[src/rtl/evm_pkg.sv]
// Shared FSM state type, default frame header and frame-length constants for the tally UART transmitter.
package evm_pkg;

  typedef enum logic [2:0] {
    IDLE,
    START_BIT,
    DATA_BITS,
    STOP_BIT,
    NEXT_BYTE
  } tx_state_e;

  localparam logic [7:0] HEADER_DEFAULT = 8'hA5;
  localparam int         FRAME_LEN_BASE = 5;
  localparam int         FRAME_LEN_CSUM = 6;

endpackage

[src/rtl/uart_tx_byte.sv]
// 8N1 byte serializer; a load while idle or in the last stop-bit cycle drives the start bit on the next cycle.
// No backpressure: i_load outside those two windows is ignored.
module uart_tx_byte
  import evm_pkg::*;
#(
  parameter int CLKS_PER_BIT = 16
) (
  input  logic       i_clk,
  input  logic       i_reset,
  input  logic       i_load,
  input  logic [7:0] i_data,
  output logic       o_tx,
  output logic       o_busy,
  output logic       o_stop_end
);

  localparam logic [15:0] BAUD_MAX = 16'(CLKS_PER_BIT - 1);

  tx_state_e   r_state;
  logic [15:0] r_baud;
  logic [2:0]  r_bit_idx;
  logic [7:0]  r_shift;
  logic        r_tx;
  logic        r_busy;
  logic        w_bit_end;

  assign w_bit_end  = (r_baud == BAUD_MAX);
  assign o_stop_end = (r_state == STOP_BIT) && w_bit_end;
  assign o_tx       = r_tx;
  assign o_busy     = r_busy;

  always_ff @(posedge i_clk) begin
    if (i_reset) begin
      r_state   <= IDLE;
      r_baud    <= '0;
      r_bit_idx <= '0;
      r_shift   <= '0;
      r_tx      <= 1'b1;
      r_busy    <= 1'b0;
    end else begin
      case (r_state)
        IDLE: begin
          if (i_load) begin
            r_state   <= START_BIT;
            r_shift   <= i_data;
            r_baud    <= '0;
            r_bit_idx <= '0;
            r_tx      <= 1'b0;
            r_busy    <= 1'b1;
          end
        end
        START_BIT: begin
          if (w_bit_end) begin
            r_baud  <= '0;
            r_state <= DATA_BITS;
            r_tx    <= r_shift[0];
          end else begin
            r_baud <= r_baud + 16'd1;
          end
        end
        DATA_BITS: begin
          if (w_bit_end) begin
            r_baud <= '0;
            if (r_bit_idx == 3'd7) begin
              r_bit_idx <= '0;
              r_state   <= STOP_BIT;
              r_tx      <= 1'b1;
            end else begin
              r_bit_idx <= r_bit_idx + 3'd1;
              r_shift   <= r_shift >> 1;
              r_tx      <= r_shift[1];
            end
          end else begin
            r_baud <= r_baud + 16'd1;
          end
        end
        STOP_BIT: begin
          // The next-byte decision overlaps the stop bit's last cycle so bytes run back-to-back.
          if (w_bit_end) begin
            r_baud <= '0;
            if (i_load) begin
              r_state <= START_BIT;
              r_shift <= i_data;
              r_tx    <= 1'b0;
            end else begin
              r_state <= IDLE;
              r_tx    <= 1'b1;
              r_busy  <= 1'b0;
            end
          end else begin
            r_baud <= r_baud + 16'd1;
          end
        end
        default: begin
          r_state <= IDLE;
          r_tx    <= 1'b1;
          r_busy  <= 1'b0;
        end
      endcase
    end
  end

endmodule

[src/rtl/tally_uart_tx.sv]
// Sends a snapshot of four vote tallies as HEADER,c1..c4[,xor checksum when TALLY_CHECKSUM_EN] over 8N1 UART.
// Start bit appears the cycle after acceptance; requests while busy or in the done cycle are dropped.
module tally_uart_tx
  import evm_pkg::*;
#(
  parameter int         CLKS_PER_BIT = 16,
  parameter logic [7:0] HEADER       = HEADER_DEFAULT
) (
  input  logic       clock,
  input  logic       reset,
  input  logic       mode,
  input  logic       start,
  input  logic [7:0] cand1_vote,
  input  logic [7:0] cand2_vote,
  input  logic [7:0] cand3_vote,
  input  logic [7:0] cand4_vote,
  output logic       tx,
  output logic       busy,
  output logic       done
);

`ifdef TALLY_CHECKSUM_EN
  localparam logic [2:0] LAST_IDX = 3'(FRAME_LEN_CSUM - 1);
`else
  localparam logic [2:0] LAST_IDX = 3'(FRAME_LEN_BASE - 1);
`endif

  logic [7:0] r_c1, r_c2, r_c3, r_c4;
  logic [2:0] r_byte_idx;
  logic       r_busy;
  logic       r_done;

  logic       w_accept;
  logic       w_stop_end;
  logic       w_byte_busy;
  logic       w_last;
  logic       w_more;
  logic       w_frame_end;
  logic       w_load;
  logic [2:0] w_next_idx;
  logic [7:0] w_next_byte;
  logic [7:0] w_load_data;

`ifdef TALLY_CHECKSUM_EN
  logic [7:0] w_csum;
  assign w_csum = r_c1 ^ r_c2 ^ r_c3 ^ r_c4;
`endif

  assign w_accept    = start & mode & ~r_busy & ~r_done & ~w_byte_busy;
  assign w_last      = (r_byte_idx == LAST_IDX);
  assign w_more      = r_busy & w_stop_end & ~w_last;
  assign w_frame_end = r_busy & w_stop_end & w_last;
  assign w_next_idx  = r_byte_idx + 3'd1;
  assign w_load      = w_accept | w_more;
  // The header needs no snapshot, so it can be loaded on the acceptance edge itself.
  assign w_load_data = w_accept ? HEADER : w_next_byte;

  always_comb begin
    w_next_byte = HEADER;
    case (w_next_idx)
      3'd1:    w_next_byte = r_c1;
      3'd2:    w_next_byte = r_c2;
      3'd3:    w_next_byte = r_c3;
      3'd4:    w_next_byte = r_c4;
`ifdef TALLY_CHECKSUM_EN
      3'd5:    w_next_byte = w_csum;
`endif
      default: w_next_byte = HEADER;
    endcase
  end

  always_ff @(posedge clock) begin
    if (reset) begin
      r_c1       <= '0;
      r_c2       <= '0;
      r_c3       <= '0;
      r_c4       <= '0;
      r_byte_idx <= '0;
      r_busy     <= 1'b0;
      r_done     <= 1'b0;
    end else begin
      r_done <= 1'b0;
      if (w_accept) begin
        r_busy     <= 1'b1;
        r_byte_idx <= '0;
        r_c1       <= cand1_vote;
        r_c2       <= cand2_vote;
        r_c3       <= cand3_vote;
        r_c4       <= cand4_vote;
      end else if (w_more) begin
        r_byte_idx <= w_next_idx;
      end else if (w_frame_end) begin
        r_busy     <= 1'b0;
        r_done     <= 1'b1;
        r_byte_idx <= '0;
      end
    end
  end

  uart_tx_byte #(
    .CLKS_PER_BIT(CLKS_PER_BIT)
  ) u_byte (
    .i_clk      (clock),
    .i_reset    (reset),
    .i_load     (w_load),
    .i_data     (w_load_data),
    .o_tx       (tx),
    .o_busy     (w_byte_busy),
    .o_stop_end (w_stop_end)
  );

  assign busy = r_busy;
  assign done = r_done;

endmodule

[config.mk]
export PLATFORM = sky130hd
export DESIGN_NAME = tally_uart_tx
export DESIGN_NICKNAME = d
export VERILOG_FILES = /design/src/rtl/evm_pkg.sv /design/src/rtl/uart_tx_byte.sv /design/src/rtl/tally_uart_tx.sv
export SDC_FILE = /design/constraint.sdc
export NUM_CORES = 1
export LEC_CHECK = 0
export BUFFER_PORTS_ARGS = -buffer_cell sky130_fd_sc_hd__buf_2
export CORE_MARGIN = 2
export CORE_UTILIZATION = 59
export CTS_CLUSTER_SIZE = 25
export DETAILED_ROUTE_END_ITERATION = 7
export PLACE_DENSITY = 0.88
export SLEW_MARGIN = 40
export SYNTH_ARGS = -nofsm -noshare
export SYNTH_HDL_FRONTEND = slang
export SYNTH_HIERARCHICAL = 1
export SYNTH_SLANG_ARGS = --single-unit
export TNS_END_PERCENT = 50
[constraint.sdc]
create_clock -name clock -period 3.6 [get_ports clock]
set_input_delay 0.36 -clock clock [delete_from_list [all_inputs] [get_ports clock]]
set_output_delay 0.36 -clock clock [all_outputs]
set_load 0.02 [all_outputs]
==> qor.txt, run 1 <==
STATUS
----------------------------------------------------------------------------------------
Run status ................................................................    completed

WORST SETUP PATH
----------------------------------------------------------------------------------------
Logic depth of the worst register-to-register path ........................            9
RR Endpoint ............................................................... u_byte/r_baud[15]$_SDFFE_PP0P_
Reg2Reg Setup Slack .......................................................      0.53 ns
Startpoint kind of the worst setup timing path ............................         flop
Worst-path maximum fanout .................................................           10
Data required time at the worst endpoint ..................................      3.88 ns
RR Startpoint ............................................................. u_byte/r_baud[0]$_SDFFE_PP0P_
Category of the critical setup timing path ................................ flop to flop
Arrival @ worst endpoint ..................................................      3.36 ns
Critical path endpoint category ...........................................         flop

SYNTHESIS
----------------------------------------------------------------------------------------
Synth area leader .........................................................      dfxtp_1
Flip-flop cell with the highest count after synthesis .....................      dfxtp_1
Synthesized area ..........................................................   3590 sq um
Top cells by instance count after synthesis ............................... dfxtp_1, a21oi_1, o21ai_0
Count of cell types in the netlist ........................................           56
Total of warnings raised by yosys .........................................            6
Async S/R FF share, synth .................................................           0%
Instance count of the mapped netlist ......................................          419
Syn_nets ..................................................................          468
Yosys top cell area share .................................................        37.9%
Most area-consuming cells after synthesis ................................. dfxtp_1, a21oi_1, o21ai_0
Number of flops mapped to enable cells by yosys ...........................            0
Sequential share of the synthesized area ..................................        37.9%
Average cell area after synthesis .........................................   8.57 sq um
Synth Register Bits .......................................................           68
Most frequent cell after synthesis ........................................      dfxtp_1

ROUTING
----------------------------------------------------------------------------------------
Number of DRC markers in iteration 0 ......................................          238
TritonRoute pass-1 iters ..................................................            6
Detail Route Antenna Nets .................................................            0
Total vias in the final route .............................................         3364
Total Wirelength .......................................................... 8570 microns
Number of remaining DRC errors ............................................            0
Vias per inst .............................................................         6.47
Routed wirelength normalized by instance count ............................ 16.5 microns

PLACEMENT
----------------------------------------------------------------------------------------
Post-DP HPWL .............................................................. 5760 microns
Count of port buffers added during placement ..............................           38
Global placement routability congestion ...................................        0.844
Placed instance area ......................................................   3780 sq um

CLOCK TREE
----------------------------------------------------------------------------------------
Post-CTS Setup Repair Bufs ................................................            0
Clock tree from TritonCTS .................................................        built
Post-CTS Hold Buffers .....................................................            0
Later-pin clock latency in the skew report ................................      0.35 ns
Max Buffers Root-to-Sink ..................................................            2
Clk sinks .................................................................           68
Cell at the root of the clock tree ........................................     clkbuf_8
Number of clock buffers inserted by TritonCTS .............................            9
# H-tree levels ...........................................................            3
Clock slew at reported path FFs ...........................................      0.08 ns
Post-CTS resize count .....................................................            0

GLOBAL ROUTING
----------------------------------------------------------------------------------------
Initial antenna violation count ...........................................            0
Aggregate global routing overflow .........................................            0
Total GRT Usage ...........................................................        27.0%
Global-route wire length before repair .................................... 14200 microns
Maximum number of pins on one net before global-route repair ..............           41
Via count of the first global-routing pass ................................         3067

FINAL LAYOUT
----------------------------------------------------------------------------------------
Post-route cell area ......................................................   4000 sq um
Storage element area ......................................................   1360 sq um
Multi-input combinational cell area .......................................   2050 sq um
Filler Cells Inserted .....................................................          474
Number of antenna cells inserted ..........................................            0
Synth-to-Final Area Change ................................................        11.5%
Utilization after layout ..................................................        68.0%
Final #Nets ...............................................................          489
Fraction of layout instances using a drive strength above 1 ...............        17.3%

STA
----------------------------------------------------------------------------------------
Count of final hold-check violations ......................................            0
Number of endpoints failing setup at the final stage ......................            0
Transition time of the tightest slew-check pin ............................     0.796 ns
Setup Skew ................................................................    0.0133 ns
Summed negative setup slack over all endpoints ............................         0 ns
Highest clock frequency the design can meet ...............................      325 MHz
Minimum clock period after layout .........................................      3.07 ns
Portion of the clock cycle consumed by the worst path in the final layout .        85.4%
Tightest slew margin relative to the limit ................................        46.9%
RSZ-0062 raised after global routing ......................................           no
Number of max-slew violations in the final report .........................            0

FLOORPLAN
----------------------------------------------------------------------------------------
Placeable Area ............................................................   5890 sq um
Area of the die ...........................................................   6730 sq um
Overall die width ......................................................... 82.0 microns
Effective utilization at floorplan ........................................        61.0%
Number of placement rows ..................................................           28
Die extent in y ........................................................... 82.0 microns
Ports placed on the boundary ..............................................           39

HOLD PATH
----------------------------------------------------------------------------------------
Class of the tightest hold or removal check ............................... primary input to flop
Hold path cells ...........................................................            3
Worst hold path startpoint ................................................ cand3_vote[0]
Hold Path End ............................................................. r_c3[0]$_SDFFE_PP0P_

JOB
----------------------------------------------------------------------------------------
Total of max-cap violations ...............................................            0

PWR
----------------------------------------------------------------------------------------
Worst vdd ir ..............................................................     0.338 mV
Power per Cell Area .......................................................  546 nW/um^2
Pleak .....................................................................      1.44 nW

layer usage:
metal	wire length, microns	vias up	track usage [%]
met3	423	18	4.95
met5	0	-	0
met4	145	0	8.33
met2	4340	129	47.3
met1	3660	1591	33.5
li1	-	1626	-
critical path, cell delays in order (launching register included):
cell     delay (ns)
dfxtp_1        0.39
ha_1           0.22
and3_2         0.27
and4_2         0.28
and2_1         0.28
a31o_2         0.25
and2_1         0.36
o21ai_1        0.25
or4_1          0.54
a21oi_1        0.16
logic make-up after synthesis:
family | synth area share (%)
xor+xnor | 1.92
buf+inv | 5.44
compound gates | 25.5
mux | 2.79
fa+ha+maj | 4.53
flops | 37.9
simple gates | 21.9
report_power, final:
group	switching, mW	leakage (nW)	total, mW	internal (mW)
Clock	0.298	0.109	0.686	0.387
Combinational	0.376	0.780	0.600	0.224
Sequential	0.0592	0.553	0.901	0.842
through the flow:
| stage | power [mW] | cells | hold WS (ns) | worst slack (ns) |
|---|---|---|---|---|
| floorplan | 1.36 | 419 | 0.449 | 0.911 |
| global placement | 1.47 | 504 | 0.463 | 0.667 |
| detailed placement | 1.49 | 504 | 0.468 | 0.485 |
| CTS | 2.17 | 520 | 0.255 | 0.502 |
| global route | 2.30 | 520 | 0.270 | 0.346 |
| finish | 2.19 | 520 | 0.257 | 0.526 |
state kept, by name, indices dropped and copies added (netlist names):
signal / flops
u_byte/o_tx: 1
u_byte/r_shift: 8
u_byte/r_baud: 16
busy: 1
r_byte_idx: 3
r_c1: 8
r_c3: 8
u_byte/r_bit_idx: 3
u_byte/o_busy: 1
r_c2: 8
r_c4: 8
done: 1
u_byte/r_state: 2
how the worst max path moves through the flow:
stage / startpoint / endpoint / slack (ns) / cells after the start
6_report: u_byte/r_baud[0]$_SDFFE_PP0P_ / u_byte/r_baud[15]$_SDFFE_PP0P_ / 0.53 / 9
5_1_grt: u_byte/r_baud[0]$_SDFFE_PP0P_ / u_byte/r_baud[15]$_SDFFE_PP0P_ / 0.35 / 9
4_1_cts: u_byte/r_baud[8]$_SDFFE_PP0P_ / u_byte/r_baud[5]$_SDFFE_PP0P_ / 0.50 / 8
3_5_place_dp: u_byte/r_baud[8]$_SDFFE_PP0P_ / u_byte/r_baud[5]$_SDFFE_PP0P_ / 0.49 / 8
3_3_place_gp: u_byte/r_baud[8]$_SDFFE_PP0P_ / u_byte/r_baud[5]$_SDFFE_PP0P_ / 0.67 / 8
2_1_floorplan: u_byte/r_baud[0]$_SDFFE_PP0P_ / u_byte/r_baud[11]$_SDFFE_PP0P_ / 0.91 / 11
layout make-up:
| class | instances | area share, % |
|---|---|---|
| Multi-Input combinational cell | 305 | 51.3 |
| Clock buffer | 9 | 3.09 |
| Sequential cell | 68 | 34.0 |
| Tap cell | 75 | 2.34 |
| Clock inverter | 7 | 2.28 |
| Timing Repair Buffer | 44 | 5.88 |
| Inverter | 12 | 1.13 |
cell usage in the layout, fill, tap and decap left out, drive strengths merged, types with 6 or more instances in the layout:
cell type	synthesis	layout
a211oi	9	9
a21oi	53	53
a222oi	8	8
a311oi	7	7
and3	7	7
buf	8	44
clkbuf	26	9
dfxtp	68	68
ha	13	13
inv	12	12
mux2i	10	10
nand2	12	12
nand2b	7	7
nand3	40	40
nand4	9	9
nor2	18	18
nor4	7	7
o21ai	42	42
or4	9	9
xor2	6	6
Power figures use the tool's default switching activity.
==> run 2: changes to the inputs <==
--- a/config.mk
+++ b/config.mk
@@ -5,6 +5,7 @@
 export SDC_FILE = /design/constraint.sdc
 export NUM_CORES = 1
 export LEC_CHECK = 0
+export ABC_AREA = 1
 export BUFFER_PORTS_ARGS = -buffer_cell sky130_fd_sc_hd__buf_2
 export CORE_MARGIN = 2
 export CORE_UTILIZATION = 59
==> run 2 against run 1 <==
- hold slack got worse by 0.011 ns
- sequential share of layout area shrank 1.1 points
- final cell count increased by 27%
- synthesized cell count up 31%
- count of clock-buffer cells in the layout rose by 1
- wire length decreased by 2.4%
==> qor.txt, run 2 <==
PWR
----------------------------------------------------------------------------------------
Relative contribution of combinational cells to total power ...............        32.2%   +4.7 points
Worst vdd ir ..............................................................     0.476 mV   +41%
Power per Cell Area .......................................................  593 nW/um^2   +8.5%
Internal ..................................................................      1.57 mW   +8.2%
Psw .......................................................................       877 uW   +20%
Share of power burned in the clock network ................................        30.9%   -0.5 points
Sequential cell fraction of total power ...................................        36.9%   -4.3 points
Pleak .....................................................................      1.82 nW   +26%
Switching fraction of total power .........................................        35.8%   +2.3 points

CLOCK TREE
----------------------------------------------------------------------------------------
# H-tree levels ...........................................................            3   unchanged
Post-CTS resize count .....................................................            0   unchanged
Clock tree from TritonCTS .................................................        built
Cell at the root of the clock tree ........................................     clkbuf_8
Post-CTS Setup Repair Bufs ................................................            0   unchanged
Clk sinks .................................................................           68   unchanged
Max Buffers Root-to-Sink ..................................................            2   unchanged
Post-CTS Hold Buffers .....................................................            0   unchanged
Later-pin clock latency in the skew report ................................      0.35 ns   about the same
Clock slew at reported path FFs ...........................................      0.07 ns   about the same
Number of clock buffers inserted by TritonCTS .............................            9   unchanged

SYNTHESIS
----------------------------------------------------------------------------------------
Number of flops mapped to enable cells by yosys ...........................            0   unchanged
Flip-flop cell with the highest count after synthesis .....................      dfxtp_1
Count of cell types in the netlist ........................................           35   -38%
Yosys top cell area share .................................................        36.3%   -1.6 points
Synthesized area ..........................................................   3750 sq um   +4.4%
Sequential share of the synthesized area ..................................        36.3%   -1.6 points
Synth area leader .........................................................      dfxtp_1
Async S/R FF share, synth .................................................           0%   unchanged
Instance count of the mapped netlist ......................................          547   +31%
Most frequent cell after synthesis ........................................       nor2_1
Total of warnings raised by yosys .........................................            6   unchanged
Most area-consuming cells after synthesis ................................. dfxtp_1, nor2_1, nand2_1
Syn_nets ..................................................................          596   +27%
Synth Register Bits .......................................................           68   unchanged
Average cell area after synthesis .........................................   6.86 sq um   -20%
Top cells by instance count after synthesis ............................... nor2_1, nand2_1, dfxtp_1

STA
----------------------------------------------------------------------------------------
Summed negative setup slack over all endpoints ............................         0 ns   unchanged
Count of final hold-check violations ......................................            0   unchanged
RSZ-0062 raised after global routing ......................................           no
Tightest slew margin relative to the limit ................................        62.7%   +16 points
Portion of the clock cycle consumed by the worst path in the final layout .        72.8%   -13 points
Setup Skew ................................................................    0.0145 ns   +0.00126 ns
Transition time of the tightest slew-check pin ............................     0.559 ns   -0.237 ns
Minimum clock period after layout .........................................      2.62 ns   -0.454 ns
Number of max-slew violations in the final report .........................            0   unchanged
Highest clock frequency the design can meet ...............................      382 MHz   +17%
Final Hold Slack ..........................................................     0.246 ns   -0.0109 ns
Number of endpoints failing setup at the final stage ......................            0   unchanged

WORST SETUP PATH
----------------------------------------------------------------------------------------
Worst-path maximum fanout .................................................           10   unchanged
Arrival @ worst endpoint ..................................................      2.86 ns   -0.50 ns
Startpoint kind of the worst setup timing path ............................         flop
Critical path endpoint category ...........................................         flop
Data required time at the worst endpoint ..................................      3.84 ns   -0.04 ns
Category of the critical setup timing path ................................ flop to flop

STATUS
----------------------------------------------------------------------------------------
Run status ................................................................    completed

FINAL LAYOUT
----------------------------------------------------------------------------------------
Fraction of layout instances using a drive strength above 1 ...............        14.9%   -2.4 points
Number of antenna cells inserted ..........................................            0   unchanged
Leading cell type in the layout, fill and taps excluded ...................       nor2_1
Synth-to-Final Area Change ................................................        10.2%
Most frequent cells in the layout ......................................... nor2_1, nand2_1, dfxtp_1
Register ranked first by flip-flop count .................................. u_byte/r_baud
Filler Cells Inserted .....................................................          536   +13%
Final #Nets ...............................................................          627   +28%
Utilization after layout ..................................................        66.2%   -1.8 points
Flip-flop count of the largest register, all copies and words added .......           16   unchanged

FLOORPLAN
----------------------------------------------------------------------------------------
Placeable Area ............................................................   6240 sq um   +6.0%
Die extent in y ........................................................... 83.7 microns   +2.1%
Overall die width ......................................................... 83.7 microns   +2.1%
Number of placement rows ..................................................           29   +3.6%
Effective utilization at floorplan ........................................        60.1%   -0.93 points
Area of the die ...........................................................   7010 sq um   +4.2%
Ports placed on the boundary ..............................................           39   unchanged

PLACEMENT
----------------------------------------------------------------------------------------
Count of port buffers added during placement ..............................           38   unchanged
Post-DP HPWL .............................................................. 6020 microns   +4.5%
Global placement routability congestion ...................................        0.902   +6.9%

ROUTING
----------------------------------------------------------------------------------------
TritonRoute pass-1 iters ..................................................            5   -1
Number of remaining DRC errors ............................................            0   unchanged
Total vias in the final route .............................................         3563   +5.9%
Detail Route Antenna Nets .................................................            0   unchanged
Routed wirelength normalized by instance count ............................ 12.7 microns   -23%
Total Wirelength .......................................................... 8360 microns   -2.4%
Number of DRC markers in iteration 0 ......................................          212   -11%
Vias per inst .............................................................         5.40   -17%

GLOBAL ROUTING
----------------------------------------------------------------------------------------
Via count of the first global-routing pass ................................         3428   +12%
Aggregate global routing overflow .........................................            0   unchanged
Global-route wire length before repair .................................... 14700 microns   +3.3%
Maximum number of pins on one net before global-route repair ..............           40   -2.4%
Total GRT Usage ...........................................................        25.2%   -1.8 points
Initial antenna violation count ...........................................            0   unchanged

HOLD PATH
----------------------------------------------------------------------------------------
Class of the tightest hold or removal check ............................... primary input to flop

JOB
----------------------------------------------------------------------------------------
Total of max-cap violations ...............................................            0   unchanged

run 2: cell types whose count changed after synthesis, sizes merged, moves of 9 or more:
cell,previous run,this run
nor3,0,10
mux2i,10,0
clkbuf,26,8
or4,9,0
nor2,18,131
nand2,12,118
a211oi,9,0
a21oi,53,30
inv,12,45
run 2: area by class of cell:
class | instances | area [sq um] | share of cell area (%)
inverters | 45 | 169 | 4.09
clock buffers | 10 | 128 | 3.09
clock inverters | 6 | 111 | 2.70
flip-flops and latches | 68 | 1360 | 32.9
multi-input cells | 414 | 2060 | 49.9
well taps | 77 | 96.3 | 2.33
repair buffers | 40 | 205 | 4.97
run 2: power by group through the flow:
stage	logic, mW	registers (mW)	clock network, mW
final	0.789	0.904	0.755
after detailed placement	0.782	0.922	0
after global routing	0.904	0.915	0.794
after floorplan	0.667	0.914	0
after global placement	0.761	0.915	0
after CTS	0.786	0.904	0.767
run 2: path summary, 6_finish.rpt:
path	start	end	slack (ns)	depth (start not counted)
max	u_byte/r_state[1]$_SDFFE_PP0P_	u_byte/r_baud[9]$_SDFFE_PP0P_	0.98	14
min	cand3_vote[7]	r_c3[7]$_SDFFE_PP0P_	0.25	3
max reg2reg	u_byte/r_state[1]$_SDFFE_PP0P_	u_byte/r_baud[9]$_SDFFE_PP0P_	0.98	14
min reg2reg	u_byte/r_shift[1]$_SDFFE_PP0P_	u_byte/r_shift[1]$_SDFFE_PP0P_	0.47	2
run 2: cells by family (layout without fill, tap and decap cells):
kind of cell               count (synthesis)  after routing  synth area share, %
adders and majority gates                 13             13                 4.34
DFF                                       68             68                 36.3
and+or+nand+nor                          327            327                 39.4
AOI/OAI and AO/OA                         71             71                 10.5
xor gates and xnor gates                   3              3                0.701
buffers and inverters                     65            101                 8.74
run 2: layer usage:
layer | track usage [%] | routed length (microns) | up-vias
li1 | - | - | 1836
met1 | 29.0 | 3630 | 1620
met2 | 45.7 | 4200 | 94
met3 | 5.84 | 403 | 13
met4 | 8.65 | 123 | 0
met5 | 0 | 0 | -
run 2: per-stage QoR:
step	instance area, sq um	instances	setup WS [ns]	power (mW)
floorplan	3750	547	1.34	1.58
global placement	3890	644	1.14	1.68
detailed placement	3890	644	1.03	1.70
CTS	4130	660	1.01	2.46
global route	4130	660	0.617	2.61
finish	4130	660	0.980	2.45
run 2: critical path, cell delays in order, from the launching register on:
cell and delay, ns:
dfxtp_1 0.38, ha_1 0.40, nor4b_1 0.31, nand2_1 0.16, inv_1 0.14, nand2_1 0.08
nand2_1 0.11, inv_1 0.06, nand2_2 0.08, o21ai_2 0.12, inv_2 0.16, nand2_1 0.10
nand2_2 0.21, nor2_1 0.09, o21a_1 0.11
==> run 3: changes to the inputs <==
==> constraint.sdc (replaced) <==
create_clock -name clock -period 2.7 [get_ports clock]
set_input_delay 0.27 -clock clock [delete_from_list [all_inputs] [get_ports clock]]
set_output_delay 0.27 -clock clock [all_outputs]
set_load 0.02 [all_outputs]
==> run 3 against run 2 <==
- sequential share of layout area shrank 0.23 points
- utilization rose by 0.52 points
- non-clock buffer count rose by 3
- count of clock-buffer cells in the layout stayed put
- wire length up 2.2%
- design area rose by 0.79%
- critical endpoint is now u_byte/r_baud[15]$_SDFFE_PP0P_
- register-to-register slack worse by 0.71 ns
- combinational power up 38%
==> qor.txt, run 3 (synthesis results as in run 2) <==
STATUS
----------------------------------------------------------------------------------------
Run status ................................................................    completed

WORST SETUP PATH
----------------------------------------------------------------------------------------
Critical-path top delay cell ..............................................      dfxtp_1
Largest incremental delay on the critical path ............................      0.35 ns   -0.05 ns
Most repeated library cell on the critical path ...........................      nand2_1
Data required time at the worst endpoint ..................................      2.98 ns   -0.86 ns
Critical path endpoint category ...........................................         flop
Logic depth of the worst register-to-register path ........................           17   +3
Startpoint kind of the worst setup timing path ............................         flop
Worst-path maximum fanout .................................................            8   -2
RR Endpoint ............................................................... u_byte/r_baud[15]$_SDFFE_PP0P_
Category of the critical setup timing path ................................ flop to flop
RR Startpoint ............................................................. u_byte/r_baud[1]$_SDFFE_PP0P_
Reg2Reg Setup Slack .......................................................      0.27 ns   -0.71 ns
Arrival @ worst endpoint ..................................................      2.71 ns   -0.15 ns
Sequence of cells on the critical path .................................... ha_2 -> nand3_1 -> nor4b_2 -> nand2_1 -> inv_1 -> nand2_1 -> nand2_1 -> inv_1 -> nand2_2 -> o21ai_2 -> inv_2 -> nand2_2 -> inv_1 -> nand2_1 -> nor2_1 -> nor2_1 -> nor3_1

JOB
----------------------------------------------------------------------------------------
Total of max-cap violations ...............................................            0   unchanged

FINAL LAYOUT
----------------------------------------------------------------------------------------
Final #Nets ...............................................................          630   +0.48%
Most frequent cells in the layout ......................................... nor2_1, nand2_1, dfxtp_1
Filler Cells Inserted .....................................................          548   +2.2%
Register ranked first by flip-flop count .................................. u_byte/r_baud
Number of antenna cells inserted ..........................................            0   unchanged
Fraction of layout instances using a drive strength above 1 ...............        15.7%   +0.78 points
Flip-flop count of the largest register, all copies and words added .......           16   unchanged
Synth-to-Final Area Change ................................................        11.0%
Leading cell type in the layout, fill and taps excluded ...................       nor2_1

STA
----------------------------------------------------------------------------------------
Transition time of the tightest slew-check pin ............................     0.711 ns   +0.152 ns
Minimum clock period after layout .........................................      2.43 ns   -0.191 ns
Summed negative setup slack over all endpoints ............................         0 ns   unchanged
Highest clock frequency the design can meet ...............................      412 MHz   +7.9%
Number of endpoints failing setup at the final stage ......................            0   unchanged
Setup Skew ................................................................   0.00761 ns   -0.00691 ns
Number of max-slew violations in the final report .........................            0   unchanged
Final Hold Slack ..........................................................     0.143 ns   -0.102 ns
Tightest slew margin relative to the limit ................................        52.3%   -10 points
Least setup slack across all paths after layout ...........................     0.271 ns   -0.709 ns
Portion of the clock cycle consumed by the worst path in the final layout .        90.0%   +17 points
Count of final hold-check violations ......................................            0   unchanged
RSZ-0062 raised after global routing ......................................           no

FLOORPLAN
----------------------------------------------------------------------------------------
Number of placement rows ..................................................           29   unchanged
Overall die width ......................................................... 83.7 microns   unchanged
Die extent in y ........................................................... 83.7 microns   unchanged
Area of the die ...........................................................   7010 sq um   unchanged
Placeable Area ............................................................   6240 sq um   unchanged
Ports placed on the boundary ..............................................           39   unchanged
Effective utilization at floorplan ........................................        60.1%   unchanged

PLACEMENT
----------------------------------------------------------------------------------------
Post-placement setup slack ................................................     0.180 ns   -0.848 ns
Count of port buffers added during placement ..............................           38   unchanged
Global placement routability congestion ...................................        0.925   +2.6%
Post-DP HPWL .............................................................. 6040 microns   +0.29%

GLOBAL ROUTING
----------------------------------------------------------------------------------------
Aggregate global routing overflow .........................................            0   unchanged
Maximum number of pins on one net before global-route repair ..............           40   unchanged
Initial antenna violation count ...........................................            0   unchanged
Via count of the first global-routing pass ................................         3359   -2.0%
Total GRT Usage ...........................................................        25.4%   +0.18 points
Global-route wire length before repair .................................... 14800 microns   +0.42%

HOLD PATH
----------------------------------------------------------------------------------------
Class of the tightest hold or removal check ............................... primary input to flop
Hold path cells ...........................................................            3   unchanged
Hold Path End ............................................................. r_c3[3]$_SDFFE_PP0P_
Worst hold path startpoint ................................................ cand3_vote[3]

CLOCK TREE
----------------------------------------------------------------------------------------
Clock slew at reported path FFs ...........................................      0.08 ns   about the same
Clk sinks .................................................................           68   unchanged
# H-tree levels ...........................................................            3   unchanged
Cell at the root of the clock tree ........................................     clkbuf_8
Max Buffers Root-to-Sink ..................................................            2   unchanged
Number of clock buffers inserted by TritonCTS .............................            9   unchanged
Post-CTS Hold Buffers .....................................................            0   unchanged
Clock tree from TritonCTS .................................................        built
Later-pin clock latency in the skew report ................................      0.36 ns   about the same

ROUTING
----------------------------------------------------------------------------------------
Vias per inst .............................................................         5.52   +2.3%
Total vias in the final route .............................................         3662   +2.8%
Routed wirelength normalized by instance count ............................ 12.9 microns   +1.8%
Number of remaining DRC errors ............................................            0   unchanged
TritonRoute pass-1 iters ..................................................            5   unchanged
Total Wirelength .......................................................... 8550 microns   +2.2%
Number of DRC markers in iteration 0 ......................................          256   +21%
Detail Route Antenna Nets .................................................            0   unchanged

PWR
----------------------------------------------------------------------------------------
Power per Cell Area .......................................................  798 nW/um^2   +35%
Worst vdd ir ..............................................................     0.469 mV   -1.5%
Pleak .....................................................................      1.83 nW   +0.56%

run 3: critical path: cells and delay by family (launching register included):
kind | cells | cell delay [ns]
simple gates | 11 | 1.22
buf+inv | 4 | 0.44
flops | 1 | 0.35
fa+ha+maj | 1 | 0.22
compound gates | 1 | 0.13
run 3: worst max path at each step:
| stage | startpoint | to | slack [ns] | cells past startpoint |
|---|---|---|---|---|
| after global routing | u_byte/r_baud[1]$_SDFFE_PP0P_ | u_byte/r_baud[15]$_SDFFE_PP0P_ | 0.02 | 17 |
| after floorplan | u_byte/r_state[0]$_SDFFE_PP0P_ | u_byte/r_baud[15]$_SDFFE_PP0P_ | 0.44 | 16 |
| after detailed placement | u_byte/r_baud[0]$_SDFFE_PP0P_ | u_byte/r_baud[15]$_SDFFE_PP0P_ | 0.18 | 17 |
| after global placement | u_byte/r_baud[0]$_SDFFE_PP0P_ | u_byte/r_baud[15]$_SDFFE_PP0P_ | 0.29 | 17 |
| after CTS | u_byte/r_baud[0]$_SDFFE_PP0P_ | u_byte/r_baud[15]$_SDFFE_PP0P_ | 0.17 | 17 |
| final | u_byte/r_baud[1]$_SDFFE_PP0P_ | u_byte/r_baud[15]$_SDFFE_PP0P_ | 0.27 | 17 |
run 3: layout make-up:
type | instances | area (sq um) | area share [%]
clock inverter | 6 | 111 | 2.67
tap | 77 | 96.3 | 2.31
sequential | 68 | 1360 | 32.7
multi-input combinational | 414 | 2070 | 49.7
timing repair buffer | 43 | 228 | 5.47
clock buffer | 10 | 128 | 3.06
inverter | 45 | 169 | 4.06
run 3: power breakdown:
part	total [mW]	internal, mW	switching, mW
Clock	1.02	0.615	0.400
Combinational	1.09	0.380	0.715
Sequential	1.21	1.13	0.0803
run 3: through the flow:
stage	area [sq um]	instances	util (%)	total power, mW
after floorplan	3750	547	-	2.11
after global placement	3900	645	62.5	2.23
after detailed placement	3900	645	62.5	2.28
after CTS	4140	661	66.3	3.28
after global routing	4160	663	66.7	3.55
final	4160	663	66.7	3.32
run 3: timing repair:
action | 4_1_cts | 5_1_grt
endpoints found under the setup margin | 0 | 6
resized for setup | 0 | 3
buffers inserted | 0 | 2
run 3: metal layers:
layer  vias up  track usage (%)  routed length (microns)
met5         -                0                        0
met4         0             11.1                      226
met3        22             4.75                      450
met2       137             43.3                     4150
met1      1661             31.2                     3720
li1       1842                -                        -
